**src/rtl/hc_io_pkg.sv**
```systemverilog
// rtl/hc_io_pkg.sv - shared types and constants for the 74HC165/74HC595 board I/O blocks
//
// Holds the scan FSM state enum, the four-phase serial clock phase
// constants and the default chain width / scan period shared by the
// 165 reader and the 595 driver. No ports.
package hc_io_pkg;

  typedef enum logic [2:0] {
    IDLE,
    LOAD,
    SETTLE,
    SHIFT,
    DONE
  } hc_state_e;

  // Four-phase bit period: data sampled in phase 1, cp rises leaving
  // phase 2, the bit period closes in phase 3.
  localparam logic [1:0] SAMPLE_PH  = 2'd1;
  localparam logic [1:0] CP_RISE_PH = 2'd2;
  localparam logic [1:0] BIT_END_PH = 2'd3;

  localparam int DEF_WIDTH       = 16;
  localparam int DEF_SCAN_PERIOD = 50000;

endpackage

```
**src/rtl/hc165_ctrl_if.sv**
```systemverilog
// rtl/hc165_ctrl_if.sv - pin and parallel-word bundle of the 74HC165 chain reader
//
// Signals:
//   q7         serial data from the last device of the chain
//   pl_n       parallel load, active low
//   cp         shift clock
//   ce_n       clock enable, active low
//   data_out   last accepted word, MSB is the first bit shifted in
//   data_valid one-cycle strobe when data_out is updated
// Modports: master = reader (hc165_ctrl), slave = board pins / consumer side.
interface hc165_ctrl_if
  import hc_io_pkg::*;
#(
  parameter int WIDTH = DEF_WIDTH
);

  logic             q7;
  logic             pl_n;
  logic             cp;
  logic             ce_n;
  logic [WIDTH-1:0] data_out;
  logic             data_valid;

  modport master (
    input  q7,
    output pl_n,
    output cp,
    output ce_n,
    output data_out,
    output data_valid
  );

  modport slave (
    output q7,
    input  pl_n,
    input  cp,
    input  ce_n,
    input  data_out,
    input  data_valid
  );

endinterface

```
**src/rtl/hc165_debounce.sv**
```systemverilog
// rtl/hc165_debounce.sv - scan-to-scan debounce stage for the 74HC165 reader
//
// Ports:
//   clk, rst_n  clock and asynchronous active-low reset
//   cap_valid   one-cycle strobe, a complete scan word is on cap_data
//   cap_data    captured word of the finished scan
//   data_out    accepted word (registered)
//   data_valid  one-cycle strobe when data_out changes (registered)
// A word is accepted once DEB_SCANS consecutive scans captured it and it
// differs from the word currently presented.
module hc165_debounce
  import hc_io_pkg::*;
#(
  parameter int WIDTH     = DEF_WIDTH,
  parameter int DEB_SCANS = 3
) (
  input  logic             clk,
  input  logic             rst_n,
  input  logic             cap_valid,
  input  logic [WIDTH-1:0] cap_data,
  output logic [WIDTH-1:0] data_out,
  output logic             data_valid
);

  localparam int CW = $clog2(DEB_SCANS + 1);
  localparam logic [CW-1:0] CNT_MAX = CW'(DEB_SCANS);

  logic [WIDTH-1:0] prev_q, prev_d;
  logic [WIDTH-1:0] data_out_q, data_out_d;
  logic [CW-1:0]    cnt_q, cnt_d;
  logic             data_valid_q, data_valid_d;

  always_comb begin
    prev_d       = prev_q;
    cnt_d        = cnt_q;
    data_out_d   = data_out_q;
    data_valid_d = 1'b0;
    if (cap_valid) begin
      prev_d = cap_data;
      // The count saturates so a long-stable input never wraps back below
      // the threshold.
      if (cap_data != prev_q) begin
        cnt_d = CW'(1);
      end else if (cnt_q != CNT_MAX) begin
        cnt_d = cnt_q + 1'b1;
      end
      if ((cnt_d == CNT_MAX) && (cap_data != data_out_q)) begin
        data_out_d   = cap_data;
        data_valid_d = 1'b1;
      end
    end
  end

  always_ff @(posedge clk or negedge rst_n) begin
    if (!rst_n) begin
      prev_q       <= '0;
      cnt_q        <= '0;
      data_out_q   <= '0;
      data_valid_q <= 1'b0;
    end else begin
      prev_q       <= prev_d;
      cnt_q        <= cnt_d;
      data_out_q   <= data_out_d;
      data_valid_q <= data_valid_d;
    end
  end

  assign data_out   = data_out_q;
  assign data_valid = data_valid_q;

endmodule

```
**src/rtl/hc165_ctrl.sv**
```systemverilog
// rtl/hc165_ctrl.sv - periodic 74HC165 chain reader with registered parallel output
//
// Ports:
//   sys_clk    system clock (50 MHz)
//   sys_rst_n  asynchronous active-low reset
//   bus        hc165_ctrl_if.master: q7 in; pl_n, cp, ce_n, data_out,
//              data_valid out (all outputs registered)
// Build option: define HC165_DEBOUNCE_EN to route captures through
// hc165_debounce; otherwise every scan updates data_out and pulses
// data_valid.
module hc165_ctrl
  import hc_io_pkg::*;
#(
  parameter int WIDTH       = DEF_WIDTH,
  parameter int SCAN_PERIOD = DEF_SCAN_PERIOD,
  parameter int DEB_SCANS   = 3
) (
  input  logic         sys_clk,
  input  logic         sys_rst_n,
  hc165_ctrl_if.master bus
);

  localparam int TW  = $clog2(SCAN_PERIOD);
  localparam int BCW = $clog2(WIDTH);
  localparam logic [TW-1:0]  TMR_LAST = TW'(SCAN_PERIOD - 1);
  localparam logic [BCW-1:0] BC_LAST  = BCW'(WIDTH - 1);

  if (!((WIDTH == 8) || (WIDTH == 16)) || (SCAN_PERIOD <= 4 * WIDTH + 9) || (DEB_SCANS < 1))
  begin : g_param_check
    $error("hc165_ctrl: unsupported WIDTH / SCAN_PERIOD / DEB_SCANS");
  end

  hc_state_e        state_q, state_d;
  logic [TW-1:0]    tmr_q, tmr_d;
  logic [1:0]       ph_q, ph_d;
  logic [BCW-1:0]   bc_q, bc_d;
  logic [WIDTH-1:0] shreg_q, shreg_d;
  logic             sync1_q, sync1_d;
  logic             sync2_q, sync2_d;
  logic             pl_n_q, pl_n_d;
  logic             cp_q, cp_d;
  logic             ce_n_q, ce_n_d;
  logic             scan_req;

  always_comb begin
    tmr_d    = (tmr_q == TMR_LAST) ? '0 : tmr_q + 1'b1;
    scan_req = (tmr_q == TMR_LAST);
    sync1_d  = bus.q7;
    sync2_d  = sync1_q;

    state_d  = state_q;
    ph_d     = ph_q + 2'd1;
    bc_d     = bc_q;
    shreg_d  = shreg_q;
    pl_n_d   = pl_n_q;
    cp_d     = cp_q;
    ce_n_d   = ce_n_q;

    case (state_q)
      IDLE: begin
        ph_d = '0;
        // A request arriving during a scan is simply not seen here.
        if (scan_req) begin
          state_d = LOAD;
          pl_n_d  = 1'b0;
          cp_d    = 1'b0;
          ce_n_d  = 1'b1;
        end
      end
      LOAD: begin
        if (ph_q == BIT_END_PH) begin
          state_d = SETTLE;
          pl_n_d  = 1'b1;
        end
      end
      SETTLE: begin
        // Gives the loaded MSB time to cross the q7 synchronizer.
        if (ph_q == BIT_END_PH) begin
          state_d = SHIFT;
          ce_n_d  = 1'b0;
          bc_d    = '0;
        end
      end
      SHIFT: begin
        // cp high in phases 3 and 0: rises leaving phase 2, so the next
        // bit is through both sync flops by phase 1 of the next period.
        cp_d = (ph_q == CP_RISE_PH) || (ph_q == BIT_END_PH);
        if (ph_q == SAMPLE_PH) begin
          shreg_d = {shreg_q[WIDTH-2:0], sync2_q};
        end
        if (ph_q == BIT_END_PH) begin
          bc_d = bc_q + 1'b1;
          if (bc_q == BC_LAST) begin
            state_d = DONE;
            cp_d    = 1'b0;
            ce_n_d  = 1'b1;
          end
        end
      end
      DONE: begin
        state_d = IDLE;
        ph_d    = '0;
        cp_d    = 1'b0;
      end
      default: begin
        state_d = IDLE;
        ph_d    = '0;
        pl_n_d  = 1'b1;
        cp_d    = 1'b0;
        ce_n_d  = 1'b1;
      end
    endcase
  end

  always_ff @(posedge sys_clk or negedge sys_rst_n) begin
    if (!sys_rst_n) begin
      state_q <= IDLE;
      tmr_q   <= '0;
      ph_q    <= '0;
      bc_q    <= '0;
      shreg_q <= '0;
      sync1_q <= 1'b0;
      sync2_q <= 1'b0;
      pl_n_q  <= 1'b1;
      cp_q    <= 1'b0;
      ce_n_q  <= 1'b1;
    end else begin
      state_q <= state_d;
      tmr_q   <= tmr_d;
      ph_q    <= ph_d;
      bc_q    <= bc_d;
      shreg_q <= shreg_d;
      sync1_q <= sync1_d;
      sync2_q <= sync2_d;
      pl_n_q  <= pl_n_d;
      cp_q    <= cp_d;
      ce_n_q  <= ce_n_d;
    end
  end

  assign bus.pl_n = pl_n_q;
  assign bus.cp   = cp_q;
  assign bus.ce_n = ce_n_q;

`ifdef HC165_DEBOUNCE_EN
  logic [WIDTH-1:0] deb_data;
  logic             deb_valid;

  hc165_debounce #(
    .WIDTH    (WIDTH),
    .DEB_SCANS(DEB_SCANS)
  ) u_debounce (
    .clk       (sys_clk),
    .rst_n     (sys_rst_n),
    .cap_valid (state_q == DONE),
    .cap_data  (shreg_q),
    .data_out  (deb_data),
    .data_valid(deb_valid)
  );

  assign bus.data_out   = deb_data;
  assign bus.data_valid = deb_valid;
`else
  logic [WIDTH-1:0] data_out_q, data_out_d;
  logic             data_valid_q, data_valid_d;

  always_comb begin
    data_out_d   = (state_q == DONE) ? shreg_q : data_out_q;
    data_valid_d = (state_q == DONE);
  end

  always_ff @(posedge sys_clk or negedge sys_rst_n) begin
    if (!sys_rst_n) begin
      data_out_q   <= '0;
      data_valid_q <= 1'b0;
    end else begin
      data_out_q   <= data_out_d;
      data_valid_q <= data_valid_d;
    end
  end

  assign bus.data_out   = data_out_q;
  assign bus.data_valid = data_valid_q;
`endif

endmodule

```
**src/flat_wrapper.sv**
```systemverilog
// flat-port wrapper written by rule: the top's interface ports become plain ports
module hc165_ctrl_flat import hc_io_pkg::*;
#(
  parameter int WIDTH       = DEF_WIDTH,
  parameter int SCAN_PERIOD = DEF_SCAN_PERIOD,
  parameter int DEB_SCANS   = 3
)
  (sys_clk, sys_rst_n, bus_q7, bus_pl_n, bus_cp, bus_ce_n, bus_data_out, bus_data_valid);
  hc165_ctrl_if #(.WIDTH(WIDTH)) bus_i ();
  input  logic sys_clk;
  input  logic sys_rst_n;
  input wire logic [$bits(bus_i.q7)-1:0] bus_q7;
  output wire logic [$bits(bus_i.pl_n)-1:0] bus_pl_n;
  output wire logic [$bits(bus_i.cp)-1:0] bus_cp;
  output wire logic [$bits(bus_i.ce_n)-1:0] bus_ce_n;
  output wire logic [$bits(bus_i.data_out)-1:0] bus_data_out;
  output wire logic [$bits(bus_i.data_valid)-1:0] bus_data_valid;
  assign bus_i.q7 = bus_q7;
  assign bus_pl_n = bus_i.pl_n;
  assign bus_cp = bus_i.cp;
  assign bus_ce_n = bus_i.ce_n;
  assign bus_data_out = bus_i.data_out;
  assign bus_data_valid = bus_i.data_valid;
  hc165_ctrl #(.WIDTH(WIDTH), .SCAN_PERIOD(SCAN_PERIOD), .DEB_SCANS(DEB_SCANS)) u_core (.sys_clk(sys_clk), .sys_rst_n(sys_rst_n), .bus(bus_i));
endmodule
```
**config.mk**
```make
export PLATFORM = sky130hd
export DESIGN_NAME = hc165_ctrl_flat
export DESIGN_NICKNAME = d
export VERILOG_FILES = /design/src/rtl/hc_io_pkg.sv /design/src/rtl/hc165_ctrl_if.sv /design/src/rtl/hc165_debounce.sv /design/src/rtl/hc165_ctrl.sv /design/src/flat_wrapper.sv
export SDC_FILE = /design/constraint.sdc
export NUM_CORES = 1
export LEC_CHECK = 0
export ABC_AREA = 1
export BUFFER_PORTS_ARGS = -buffer_cell sky130_fd_sc_hd__buf_2
export CAP_MARGIN = 20
export CORE_UTILIZATION = 53
export DETAILED_ROUTE_END_ITERATION = 16
export PLACE_DENSITY = 0.75
export SLEW_MARGIN = 30
export SYNTH_ARGS = -nofsm -noshare
export SYNTH_HDL_FRONTEND = slang
export SYNTH_SLANG_ARGS = --single-unit
```
**constraint.sdc**
```tcl
create_clock -name sys_clk -period 1.2 [get_ports sys_clk]
set_input_delay 0.06 -clock sys_clk [delete_from_list [all_inputs] [get_ports sys_clk]]
set_output_delay 0.06 -clock sys_clk [all_outputs]
set_load 0.005 [all_outputs]
```
==> results.ini <==
[logic_synthesis]
yosys_register_bits = 63
post_synth.cell_area_avg_um2 = 8.86
syn_nets = 335
syn_inst = 327
yosys_warnings = 0
synthesis.area_um2 = 2900
synth_seq_area_share = 0.545
synth.distinct_cells = 26

[finish]
diodes = 0
finish.cell_count_without_fillers = 481
mostFrequentLayoutCells = sky130_fd_sc_hd__nand2_1, sky130_fd_sc_hd__dfrtp_1, sky130_fd_sc_hd__inv_1, sky130_fd_sc_hd__buf_4, sky130_fd_sc_hd__buf_2
final_common_cell = sky130_fd_sc_hd__nand2_1
fin_area_um2 = 4030
final_layout_size_suffix_gt1_frac = 0.440
fillerInstances = 317
finish.net_count = 414
areaGrowthSynthToFinish_pct = 39.1

[run]
max-cap-violations = 0

[floorplan]
number_of_top_level_pins = 23
floorplan.die.height_um = 75.9
initial_core_utilization = 0.560
floorplan.die_area_um2 = 5760
die_w_um = 75.9
placeableCoreArea_um2 = 5170
fp-row-count = 26

[detailed_routing]
post_drt_via_cell_ratio = 5.19
drt_pre_antenna_iters = 4
via_count = 2497
drt-total-wl_um = 7340
ant_nets = 0
drt_iter0_markers = 174
post-route-drc-count = 0
wl_per_cell_um = 15.3

[worst_setup_path]
worstPathArrival_ns = 1.53
cp_max_fo = 3
ff2ff_path_depth = 8
rr_startpoint = u_core.bc_q[0]
worstReg2RegEnd = u_core.state_q[0]
required_ns = 1.43
path_class = reg2reg
worst_setup_path_start_kind = flip-flop
cp-end-kind = flip-flop
timing.reg2reg.setup_slack_ns = -0.10

[global_route]
vias_in_the_first_global_route = 2399
global_route_wire_length_before_repair_um = 10700
overflow_after_grt = 0
antenna_violations_before_repair = 0
grt_start_max_net_pins = 44
grt.total_usage = 0.239

[pwr]
power_switching_share = 0.221
p_seq_frac = 0.524
cellLeakagePower_nw = 1.93
ir_drop_v = 0.000944
power_report.internal_total_mw = 3.16
netSwitchingPower_mw = 0.898
power_frac_comb = 0.016
share_clk_of_total_power = 0.460
power-per-cell-area_nw_per_um2 = 1010

[run_status]
violations = negative setup slack
outcome = finished, violations left

[clocking]
clk_pin_slew_ns = 0.07
tritoncts = done
cts.root.buffer_cell = sky130_fd_sc_hd__clkbuf_8
cts_inserted_buffers = 9
cts.path.max_buffers = 2
clk-insertion-delay-late_ns = 0.34
cts_sinks = 63
h-tree-depth = 3

[timing]
transition_at_the_pin_with_the_smallest_max_transition_slack_ns = 0.261
relSlewSlack = 0.826
rsz0062_at_grt = yes
final.setup.worst_slack_ns = -0.103
finalCritPeriodShare = 1.09
timing_limited_maximum_frequency_mhz = 767
final_hold_viol_count = 0
fin_crit_ns = 1.30
setup_tns_ns = -1.95
finClkSkew_ns = 0.00535
final-max-slew-violation-count = 0
report.final.setup_viol = 36

[placement]
port-buffer-count = 22
dpl-instance-area_um2 = 3400
place_hpwl_um = 4030
gp_congestion = 0.839
numPlacedInstances = 454

[hold_path]
timing.hold.worst.class = in2async

[how the worst max path moves through the flow]
stage                     startpoint                 to  slack, ns  cells after the start
floorplan             u_core.ph_q[0]  u_core.state_q[0]      0.002                      8
global placement    u_core.tmr_q[13]  u_core.state_q[0]      -0.08                      8
detailed placement   u_core.tmr_q[1]  u_core.state_q[0]      -0.14                      8
CTS                  u_core.tmr_q[0]   u_core.tmr_q[10]      -0.09                      8
global route         u_core.tmr_q[4]      u_core.bus.cp      -0.21                      8
finish                u_core.bc_q[0]  u_core.state_q[0]      -0.10                      8
[metal layers]
layer	vias to the layer above	wire (um)	global-route usage
li1	1187	-	-
met1	1219	2940	0.297
met2	69	3910	0.405
met3	22	274	0.0506
met4	0	214	0.0981
met5	-	0	0
[power groups by stage]
stage | clock, mW | combinational [mW] | sequential [mW]
floorplan | 0 | 0.00000879 | 2.17
global placement | 0 | 0.0615 | 2.17
detailed placement | 0 | 0.0611 | 2.17
CTS | 1.88 | 0.0661 | 2.13
global route | 1.98 | 0.0729 | 2.13
finish | 1.87 | 0.0632 | 2.13
[worst max-delay path, stage by stage (launching register included)]
cell	delay [ns]
sky130_fd_sc_hd__dfrtp_1	0.38
sky130_fd_sc_hd__ha_2	0.20
sky130_fd_sc_hd__nand3_1	0.09
sky130_fd_sc_hd__nand2_2	0.12
sky130_fd_sc_hd__nand2_2	0.07
sky130_fd_sc_hd__nor2_4	0.16
sky130_fd_sc_hd__nand2_4	0.07
sky130_fd_sc_hd__nand2_1	0.05
sky130_fd_sc_hd__nand2_1	0.04
[cell families (layout without fill, tap and decap cells)]
kind of cell,Yosys count,in the layout,share of synthesized area
and+or+nand+nor,156,156,0.236
DFF,63,63,0.545
buffers and inverters,53,137,0.0803
AOI/OAI and AO/OA,43,43,0.0959
xor gates and xnor gates,7,7,0.0212
adders and majority gates,5,5,0.0216
[synthesized netlist by cell type, drive strengths merged]
cell type	count	area share
nand2	93	0.13
dfrtp	61	0.53
inv	46	0.060
nor2	35	0.055
o21ai	35	0.077
nand3	19	0.033
buf	7	0.021
xor2	6	0.018
ha	5	0.022
nor3	5	0.0086
a21oi	4	0.0082
nand4	4	0.0086
dfstp	2	0.018
o31ai	2	0.0052
a21boi	1	0.0026
o21bai	1	0.0026
xnor2	1	0.0030
[state kept, by name, indices dropped and copies added, names as in the netlist]
| signal | flops |
|---|---|
| u_core.sync1_q | 1 |
| u_core.state_q | 3 |
| u_core.ph_q | 2 |
| u_core.bus.data_out | 16 |
| u_core.bus.ce_n | 1 |
| u_core.bc_q | 4 |
| u_core.bus.data_valid | 1 |
| u_core.bus.cp | 1 |
| u_core.bus.pl_n | 1 |
| u_core.shreg_q | 16 |
| u_core.tmr_q | 16 |
| u_core.sync2_q | 1 |
[layout make-up]
cell class / instances / area, um2 / area share
clock inverter: 5 / 57.6 / 0.0143
sequential: 63 / 1590 / 0.393
tap: 70 / 87.6 / 0.0217
multi-input combinational: 211 / 1360 / 0.339
timing repair buffer: 75 / 618 / 0.153
inverter: 46 / 175 / 0.0435
clock buffer: 11 / 141 / 0.0351
[timing repair]
| action | 4_1_cts | 5_1_grt |
|---|---|---|
| gates resized for setup | 42 | 51 |
| gates cloned | 0 | 1 |
| setup endpoints to repair | 40 | 57 |
| hold buffers | 2 | 0 |
| pin swaps | 15 | 14 |
| hold endpoints to repair | 64 | 0 |
| setup buffers | 5 | 3 |
[per-stage QoR]
stage	setup slack (ns)	utilization	hold WS (ns)	power [mW]
2_1_floorplan	0.00194	-	-0.236	2.17
3_3_place_gp	-0.0776	0.658	0.0564	2.23
3_5_place_dp	-0.139	0.658	0.0513	2.23
4_1_cts	-0.0943	0.733	0.214	4.07
5_1_grt	-0.208	0.779	0.235	4.18
6_report	-0.103	0.779	0.226	4.06
No activity file was read; power rests on OpenSTA's default activity.
